<file path="src/rtl/lr_pkg.sv">
// Shared definitions for the online linear-regression trainer.
// - Word format is signed Q8.8 (WORD_W=16, FRAC=8).
// - ACC_W is the width of the dot-product accumulator and of every
//   intermediate value handed to sat16.
// - sat16 clamps a wide signed value into the 16-bit range 0x8000..0x7FFF.
// - sext widens a 16-bit signed word to ACC_W bits.
package lr_pkg;

   localparam int WORD_W       = 16;
   localparam int FRAC         = 8;
   localparam int NUM_FEATURES = 6;
   localparam int FRAME_W      = WORD_W * (NUM_FEATURES + 1);
   localparam int NUM_DP       = 6;
   localparam int LR_SHIFT     = 4;
   localparam int ACC_W        = 40;
   localparam int PROD_W       = 2 * WORD_W;
   localparam int IDX_W        = 3;
   localparam int CNT_W        = 7;
   localparam int FCNT_W       = 3;

   typedef enum logic [2:0] {
      RECV = 3'd0,
      PRED = 3'd1,
      ERR  = 3'd2,
      UPD  = 3'd3,
      DONE = 3'd4
   } lr_state_t;

   function automatic logic signed [WORD_W-1:0] sat16(input logic signed [ACC_W-1:0] v);
      logic signed [WORD_W-1:0] r_s;
      if (v > 40'sh0000007FFF) begin
         r_s = 16'sh7FFF;
      end else if (v < 40'shFFFFFF8000) begin
         r_s = 16'sh8000;
      end else begin
         r_s = v[WORD_W-1:0];
      end
      return r_s;
   endfunction

   function automatic logic signed [ACC_W-1:0] sext(input logic signed [WORD_W-1:0] v);
      return ACC_W'(v);
   endfunction

endpackage

</file>
<file path="src/rtl/lr_if.sv">
// Bus between the training-data source and the trainer.
// - ser   : serial training data, one bit per rising CLK edge, MSB first
// - w_sel : weight read index (NUM_FEATURES selects the bias)
// - w_out : selected weight, Q8.8
// - done  : training complete, sticky
// master = data source / reader, slave = lr_main.
interface lr_if;
   import lr_pkg::*;

   logic              ser;
   logic [IDX_W-1:0]  w_sel;
   logic [WORD_W-1:0] w_out;
   logic              done;

   modport master (output ser, output w_sel, input w_out, input done);
   modport slave  (input ser, input w_sel, output w_out, output done);

endinterface

</file>
<file path="src/rtl/lr_deser.sv">
// Serial-to-parallel front end of the trainer.
// Shifts ser in MSB first and counts bits down from FRAME_W-1 to 0.
// On the bit-0 edge, frame presents the complete frame (the last bit is
// taken straight from ser) and frame_vld is high for that one cycle, so
// the consumer can latch the frame on the same edge that samples bit 0.
// Ports:
// - CLK, RST_N : clock, synchronous active-low reset
// - ser        : serial input
// - frame      : assembled frame, valid while frame_vld is high
// - frame_vld  : high during the cycle whose edge samples bit 0
module lr_deser
   import lr_pkg::*;
(
   input  logic               CLK,
   input  logic               RST_N,
   input  logic               ser,
   output logic [FRAME_W-1:0] frame,
   output logic               frame_vld
);

   localparam logic [CNT_W-1:0] CNT_TOP = CNT_W'(FRAME_W - 1);

   logic [FRAME_W-2:0] shift_r;
   logic [CNT_W-1:0]   cnt_r;

   // Shift register and bit down-counter; reset discards any partial frame.
   always_ff @(posedge CLK) begin
      if (!RST_N) begin
         shift_r <= '0;
         cnt_r   <= CNT_TOP;
      end else begin
         shift_r <= {shift_r[FRAME_W-3:0], ser};
         if (cnt_r == 7'd0) begin
            cnt_r <= CNT_TOP;
         end else begin
            cnt_r <= cnt_r - 7'd1;
         end
      end
   end

   assign frame     = {shift_r, ser};
   assign frame_vld = (cnt_r == 7'd0);

endmodule

</file>
<file path="src/rtl/lr_main.sv">
// Online linear-regression (LMS/SGD) trainer.
// Each serial frame carries a label y and NUM_FEATURES features x_i.
// Per frame: pred = sat16(sum(w_i*x_i) >>> FRAC), err = sat16(y - pred),
// w_i <= sat16(w_i + sat16((err*x_i) >>> (FRAC+LR_SHIFT))).
// One shared 16x16 multiplier is time-multiplexed: PRED uses it for w_i*x_i,
// UPD for err*x_i. After NUM_DP frames the trainer freezes and raises done.
// Optional feature macro: LR_BIAS_EN adds a trained bias b (read at
// w_sel = NUM_FEATURES); without it that index reads 0.
// Ports:
// - CLK   : rising-edge clock
// - RST_N : synchronous active-low reset
// - bus   : lr_if slave (ser, w_sel in; w_out, done out)
module lr_main
   import lr_pkg::*;
(
   input logic CLK,
   input logic RST_N,
   lr_if.slave bus
);

   localparam logic [IDX_W-1:0]  IDX_LAST = IDX_W'(NUM_FEATURES - 1);
   localparam logic [FCNT_W-1:0] FCNT_LAST = FCNT_W'(NUM_DP - 1);

   logic [FRAME_W-1:0]        frame_s;
   logic                      frame_vld_s;

   lr_state_t                 state_r;
   logic [IDX_W-1:0]          idx_r;
   logic [FCNT_W-1:0]         frame_cnt_r;
   logic [FRAME_W-1:0]        hold_r;
   logic signed [ACC_W-1:0]   acc_r;
   logic signed [WORD_W-1:0]  err_r;
   logic signed [WORD_W-1:0]  w_r [NUM_FEATURES];
   logic                      done_r;

   logic signed [WORD_W-1:0]  b_s;
   logic signed [WORD_W-1:0]  y_s;
   logic signed [WORD_W-1:0]  x_s;
   logic signed [WORD_W-1:0]  w_cur_s;
   logic signed [WORD_W-1:0]  mul_a_s;
   logic signed [PROD_W-1:0]  prod_s;
   logic signed [ACC_W-1:0]   acc_nxt_s;
   logic signed [WORD_W-1:0]  pred_s;
   logic signed [WORD_W-1:0]  pred_b_s;
   logic signed [WORD_W-1:0]  err_nxt_s;
   logic signed [WORD_W-1:0]  dw_s;
   logic signed [WORD_W-1:0]  w_nxt_s;
   logic [WORD_W-1:0]         rd_s;

   lr_deser u_deser (
      .CLK       (CLK),
      .RST_N     (RST_N),
      .ser       (bus.ser),
      .frame     (frame_s),
      .frame_vld (frame_vld_s)
   );

   // Operand fetch from the held frame; x_k sits at bits [16k+15:16k].
   assign y_s = hold_r[FRAME_W-1 -: WORD_W];
   assign x_s = hold_r[{idx_r, 4'b0000} +: WORD_W];

   // Current weight selected by the step index.
   always_comb begin
      w_cur_s = '0;
      case (idx_r)
         3'd0:    w_cur_s = w_r[0];
         3'd1:    w_cur_s = w_r[1];
         3'd2:    w_cur_s = w_r[2];
         3'd3:    w_cur_s = w_r[3];
         3'd4:    w_cur_s = w_r[4];
         3'd5:    w_cur_s = w_r[5];
         default: w_cur_s = '0;
      endcase
   end

   // Shared multiplier: weight during PRED, latched error during UPD.
   assign mul_a_s   = (state_r == PRED) ? w_cur_s : err_r;
   assign prod_s    = PROD_W'(mul_a_s) * PROD_W'(x_s);
   assign acc_nxt_s = acc_r + ACC_W'(prod_s);

   // Error path, evaluated in ERR from the finished accumulator.
   assign pred_s    = sat16(acc_r >>> FRAC);
   assign pred_b_s  = sat16(sext(pred_s) + sext(b_s));
   assign err_nxt_s = sat16(sext(y_s) - sext(pred_b_s));

   // Weight update path, evaluated in UPD.
   assign dw_s    = sat16(ACC_W'(prod_s) >>> (FRAC + LR_SHIFT));
   assign w_nxt_s = sat16(sext(w_cur_s) + sext(dw_s));

   // Training FSM: frame capture, dot product, error, weight update, done.
   always_ff @(posedge CLK) begin
      if (!RST_N) begin
         state_r     <= RECV;
         idx_r       <= '0;
         frame_cnt_r <= '0;
         hold_r      <= '0;
         acc_r       <= '0;
         err_r       <= '0;
         done_r      <= 1'b0;
         for (int i = 0; i < NUM_FEATURES; i++) begin
            w_r[i] <= '0;
         end
      end else begin
         case (state_r)
            RECV: begin
               if (frame_vld_s) begin
                  hold_r  <= frame_s;
                  acc_r   <= '0;
                  idx_r   <= '0;
                  state_r <= PRED;
               end
            end
            PRED: begin
               acc_r <= acc_nxt_s;
               if (idx_r == IDX_LAST) begin
                  idx_r   <= '0;
                  state_r <= ERR;
               end else begin
                  idx_r <= idx_r + 3'd1;
               end
            end
            ERR: begin
               err_r   <= err_nxt_s;
               state_r <= UPD;
            end
            UPD: begin
               for (int i = 0; i < NUM_FEATURES; i++) begin
                  if (idx_r == IDX_W'(i)) begin
                     w_r[i] <= w_nxt_s;
                  end
               end
               if (idx_r == IDX_LAST) begin
                  idx_r <= '0;
                  if (frame_cnt_r == FCNT_LAST) begin
                     done_r  <= 1'b1;
                     state_r <= DONE;
                  end else begin
                     frame_cnt_r <= frame_cnt_r + 3'd1;
                     state_r     <= RECV;
                  end
               end else begin
                  idx_r <= idx_r + 3'd1;
               end
            end
            DONE: begin
               state_r <= DONE;
            end
            default: begin
               state_r <= RECV;
            end
         endcase
      end
   end

`ifdef LR_BIAS_EN
   logic signed [WORD_W-1:0] b_r;
   logic signed [WORD_W-1:0] b_nxt_s;

   assign b_nxt_s = sat16(sext(b_r) + (sext(err_r) >>> LR_SHIFT));

   // Bias register: updated once per frame, on the first UPD cycle.
   always_ff @(posedge CLK) begin
      if (!RST_N) begin
         b_r <= '0;
      end else if ((state_r == UPD) && (idx_r == 3'd0)) begin
         b_r <= b_nxt_s;
      end else begin
         b_r <= b_r;
      end
   end

   assign b_s = b_r;
`else
   assign b_s = '0;
`endif

   // Weight read port; index NUM_FEATURES is the bias, anything above reads 0.
   always_comb begin
      rd_s = '0;
      case (bus.w_sel)
         3'd0:    rd_s = w_r[0];
         3'd1:    rd_s = w_r[1];
         3'd2:    rd_s = w_r[2];
         3'd3:    rd_s = w_r[3];
         3'd4:    rd_s = w_r[4];
         3'd5:    rd_s = w_r[5];
         3'd6:    rd_s = b_s;
         default: rd_s = '0;
      endcase
   end

   assign bus.w_out = rd_s;
   assign bus.done  = done_r;

endmodule

</file>
<file path="src/flat_wrapper.sv">
// flat-port wrapper written by rule: the top's interface ports become plain ports
module lr_main_flat import lr_pkg::*;
  (CLK, RST_N, bus_ser, bus_w_sel, bus_w_out, bus_done);
  lr_if bus_i ();
  input logic CLK;
  input logic RST_N;
  input wire logic [$bits(bus_i.ser)-1:0] bus_ser;
  input wire logic [$bits(bus_i.w_sel)-1:0] bus_w_sel;
  output wire logic [$bits(bus_i.w_out)-1:0] bus_w_out;
  output wire logic [$bits(bus_i.done)-1:0] bus_done;
  assign bus_i.ser = bus_ser;
  assign bus_i.w_sel = bus_w_sel;
  assign bus_w_out = bus_i.w_out;
  assign bus_done = bus_i.done;
  lr_main u_core (.CLK(CLK), .RST_N(RST_N), .bus(bus_i));
endmodule
</file>
<file path="config.mk">
export PLATFORM = sky130hd
export DESIGN_NAME = lr_main_flat
export DESIGN_NICKNAME = d
export VERILOG_FILES = /design/src/rtl/lr_pkg.sv /design/src/rtl/lr_if.sv /design/src/rtl/lr_deser.sv /design/src/rtl/lr_main.sv /design/src/flat_wrapper.sv
export SDC_FILE = /design/constraint.sdc
export NUM_CORES = 2
export LEC_CHECK = 0
export CORE_MARGIN = 2
export CORE_UTILIZATION = 40
export CTS_CLUSTER_DIAMETER = 100
export DETAILED_ROUTE_END_ITERATION = 8
export PLACE_DENSITY = 0.66
export SLEW_MARGIN = 5
export SYNTH_ARGS = -nofsm -noshare
export SYNTH_HDL_FRONTEND = slang
export SYNTH_HIERARCHICAL = 1
export SYNTH_SLANG_ARGS = --single-unit
</file>
<file path="constraint.sdc">
create_clock -name CLK -period 16.1 [get_ports CLK]
set_clock_uncertainty 0.1 [all_clocks]
set_input_delay 3.22 -clock CLK [delete_from_list [all_inputs] [get_ports CLK]]
set_output_delay 3.22 -clock CLK [all_outputs]
set_load 0.02 [all_outputs]
</file>
==> metrics.md <==
| Metric | Value |
|---|---|
| DR vias/cell | 5.37 |
| CTS tree | built |
| Reg2Reg Setup Slack | 1.96 ns |
| Cell Area, Placed | 0.0309 mm^2 |
| CTS Sinks | 392 |
| Setup crit start | u_core/idx_r[0] |
| Asr flop ratio synth | 0 |
| Final TNS setup | 0 ns |
| Number of global-route vias before repair | 22300 |
| CP Capture Point | u_core/w_r[0][13] |
| Max Cap Viol | 0 |
| YS warnings | 6 |
| Setup Fix Bufs, Post-CTS | 0 |
| Status | complete, no violations |
| Port bufs | 22 |
| Total Nets Final | 3685 |
| N_diodes | 0 |
| Avg Inst Size Synth | 9.02 um^2 |
| Routed length per instance | 18.6 um |
| Logic gate share of total power | 0.037 |
| Post-synth top cells | nand2_1 (436), inv_1 (418), nor2_1 (335) |
| Power Density | 63.6 mW/mm^2 |
| Total GRT Usage | 0.207 |
| Mapped Area | 0.0297 mm^2 |
| Final Util | 0.441 |
| Fin area | 0.0323 mm^2 |
| Nature of the critical path endpoint | flop |
| TritonCTS buffer count | 41 |
| Die width | 276 um |
| Clock slew at reported path FFs | 0.06 ns |
| CP peak stage delay | 1.02 ns |
| Gr ovfl total | 0 |
| Share of power burned in registers | 0.497 |
| Most frequent cell after synthesis | nand2_1 |
| Die area | 0.0763 mm^2 |
| Antenna Nets Post-Route | 0 |
| Most used cell, CP | fa_1 |
| RR Endpoint | u_core/w_r[0][13] |
| Crit-path slowest cell | o41ai_4 |
| Starting density of the core | 0.405 |
| WL final | 78.9 mm |
| WHS | 0.293 ns |
| Top cell type by total area after synthesis | dfxtp_1 |
| Vias | 22800 |
| Crit Path Max Fanout | 29 |
| Peak VDD IR | 0.0952 mV |
| Syn Nets | 3717 |
| Max Clock Freq | 70.7 MHz |
| Clock root buffer master | clkbuf_16 |
| Top FF cell, synth | dfxtp_1 |
| Synth top area share | 0.200 |
| Clk buf depth | 3 |
| DIE HEIGHT | 276 um |
| Reg2Reg Depth | 36 |
| RSZ-0062 raised after global routing | no |
| Switching share of power | 0.228 |
| Max-slew violation count | 0 |
| Pre-Repair DR Iteration Count | 5 |
| # hold bufs at CTS | 0 |
| Routability Congestion | 0.916 |
| GR Util met1 | 0.290 |
| I/O pin count | 23 |
| Max_slew headroom | 0.183 |
| Crit share post-route | 0.878 |
| Net Switching | 0.000467 W |
| Dpl hpwl | 58.1 mm |
| Pleak | 13.9 nW |
| Pin count of the biggest net entering global routing | 105 |
| Hold crit path type | flop to flop |
| Tmin final | 14.14 ns |
| Clock Latency Late Sink | 0.58 ns |
| Share of layout cells above drive strength 1 | 0.0657 |
| H-tree depth | 2 |
| Int Pwr | 0.00159 W |
| CTS resizes | 0 |
| Rows | 99 |
| Clock power frac | 0.466 |
| Final Hold Viols | 0 |
| Number of flops mapped to enable cells by yosys | 96 |
| Initial antenna violation count | 0 |
| Post-Synthesis Cells | 3289 |
| Drt initial violations | 2105 |
| Grt met2 use | 0.331 |
| Distinct cells, synth | 88 |
| Seq/Total Area, Yosys | 0.297 |
| First-pass GRT wire length | 125 mm |
| Critical path class | flop to flop |
| Reg-to-reg startpoint | u_core/idx_r[0] |
| Register bit total from synthesis | 392 |
| Synthesis-to-finish area growth | 8.85% |
| Top post-synthesis cells by area | dfxtp_1 (20%), fa_1 (18%), edfxtp_1 (9.7%) |
| Core Box Area | 0.0732 mm^2 |
| Total power of the final layout | 0.00205 W |
| Met3 Use GR | 0.0310 |
| DRC | 0 |
| CP required | 16.29 ns |
| CP Launch Type | flop |
| Worst-margin pin slew | 1.23 ns |
| Final-report setup violation count | 0 |
| GRT Max-Usage Layer | met2 |
| Worst Path Arrival | 14.33 ns |
## worst min-delay path by stage
stage | from | end | slack, ns | depth (start not counted)
2_1_floorplan | u_core/u_deser/cnt_r[0] | u_core/u_deser/cnt_r[0] | 0.27 | 1
3_3_place_gp | u_core/u_deser/cnt_r[0] | u_core/u_deser/cnt_r[0] | 0.28 | 1
3_5_place_dp | u_core/u_deser/cnt_r[0] | u_core/u_deser/cnt_r[0] | 0.28 | 1
4_1_cts | u_core/u_deser/cnt_r[0] | u_core/u_deser/cnt_r[0] | 0.30 | 1
5_1_grt | u_core/u_deser/cnt_r[0] | u_core/u_deser/cnt_r[0] | 0.32 | 1
6_report | u_core/u_deser/cnt_r[0] | u_core/u_deser/cnt_r[0] | 0.29 | 1
## stage by stage
| step | std cells | worst slack, ns |
|---|---|---|
| final | 4245 | 1.96 |
| after global routing | 4245 | 1.02 |
| after CTS | 4245 | 2.08 |
| after detailed placement | 4173 | 2.14 |
| after global placement | 4173 | 2.42 |
| after floorplan | 3289 | 3.92 |
## critical path, delay by kind of cell (launching register included)
family / cells / cell delay, ns
buffers and inverters: 3 / 0.17
AOI/OAI and AO/OA: 16 / 6.03
adders and majority gates: 10 / 5.40
and+or+nand+nor: 7 / 1.23
DFF: 1 / 0.89
## cell usage in the layout, fill, tap and decap left out, types with 15 or more instances in the layout
cell,count
fa_1,265
nand2_1,436
a21oi_1,146
a21boi_0,123
a31oi_1,19
edfxtp_1,96
maj3_1,16
nand3_1,30
o21bai_1,16
nor2_1,333
ha_1,157
clkbuf_16,42
buf_4,46
mux4_2,27
a22oi_1,39
dfxtp_1,293
xor2_1,29
o21ai_0,67
nand2b_1,27
mux2_2,15
mux2i_1,50
and2_1,130
a21o_1,58
nor2b_1,42
clkdlybuf4s50_1,20
nor3_1,28
xnor2_1,63
inv_1,418
## flip-flops by register name, indices dropped and copies added (netlist names)
name	cells
u_core/hold_r	112
u_core/u_deser/shift_r	111
u_core/w_r	96
u_core/acc_r	40
u_core/err_r	16
u_core/u_deser/cnt_r	7
u_core/frame_cnt_r	3
u_core/idx_r	3
u_core/state_r	3
u_core/bus.done	1
## cell type report
cell class | instances | area [um^2]
clock buffer | 53 | 1150
clock inverter | 19 | 199
fill | 7097 | 40900
inverter | 419 | 1570
multi-input combinational | 2335 | 18800
sequential | 392 | 8810
tap | 959 | 1200
timing repair buffer | 68 | 562
## kinds of logic (layout without fill, tap and decap cells)
| group | count (synthesis) | in the layout | share of synthesized area |
|---|---|---|---|
| simple gates | 1093 | 1093 | 0.165 |
| mux | 92 | 92 | 0.0431 |
| xor+xnor | 94 | 94 | 0.0280 |
| compound gates | 618 | 618 | 0.144 |
| fa+ha+maj | 438 | 438 | 0.250 |
| flops | 392 | 392 | 0.297 |
| buf+inv | 562 | 559 | 0.0720 |
## metal layers
metal	wire length, um	part of all wire	up-vias
li1	-	-	10800
met1	35000	0.44	11100
met2	36300	0.46	756
met3	5850	0.074	137
met4	1760	0.022	0
met5	0	0	-
## power groups by stage
| stage | logic [W] | clock network [W] | registers (W) |
|---|---|---|---|
| floorplan | 0.0000491 | 0 | 0.00104 |
| global placement | 0.0000759 | 0 | 0.00104 |
| detailed placement | 0.0000757 | 0 | 0.00104 |
| CTS | 0.0000762 | 0.000978 | 0.00102 |
| global route | 0.0000813 | 0.00102 | 0.00102 |
| finish | 0.0000761 | 0.000957 | 0.00102 |
Power figures use the tool's default switching activity.
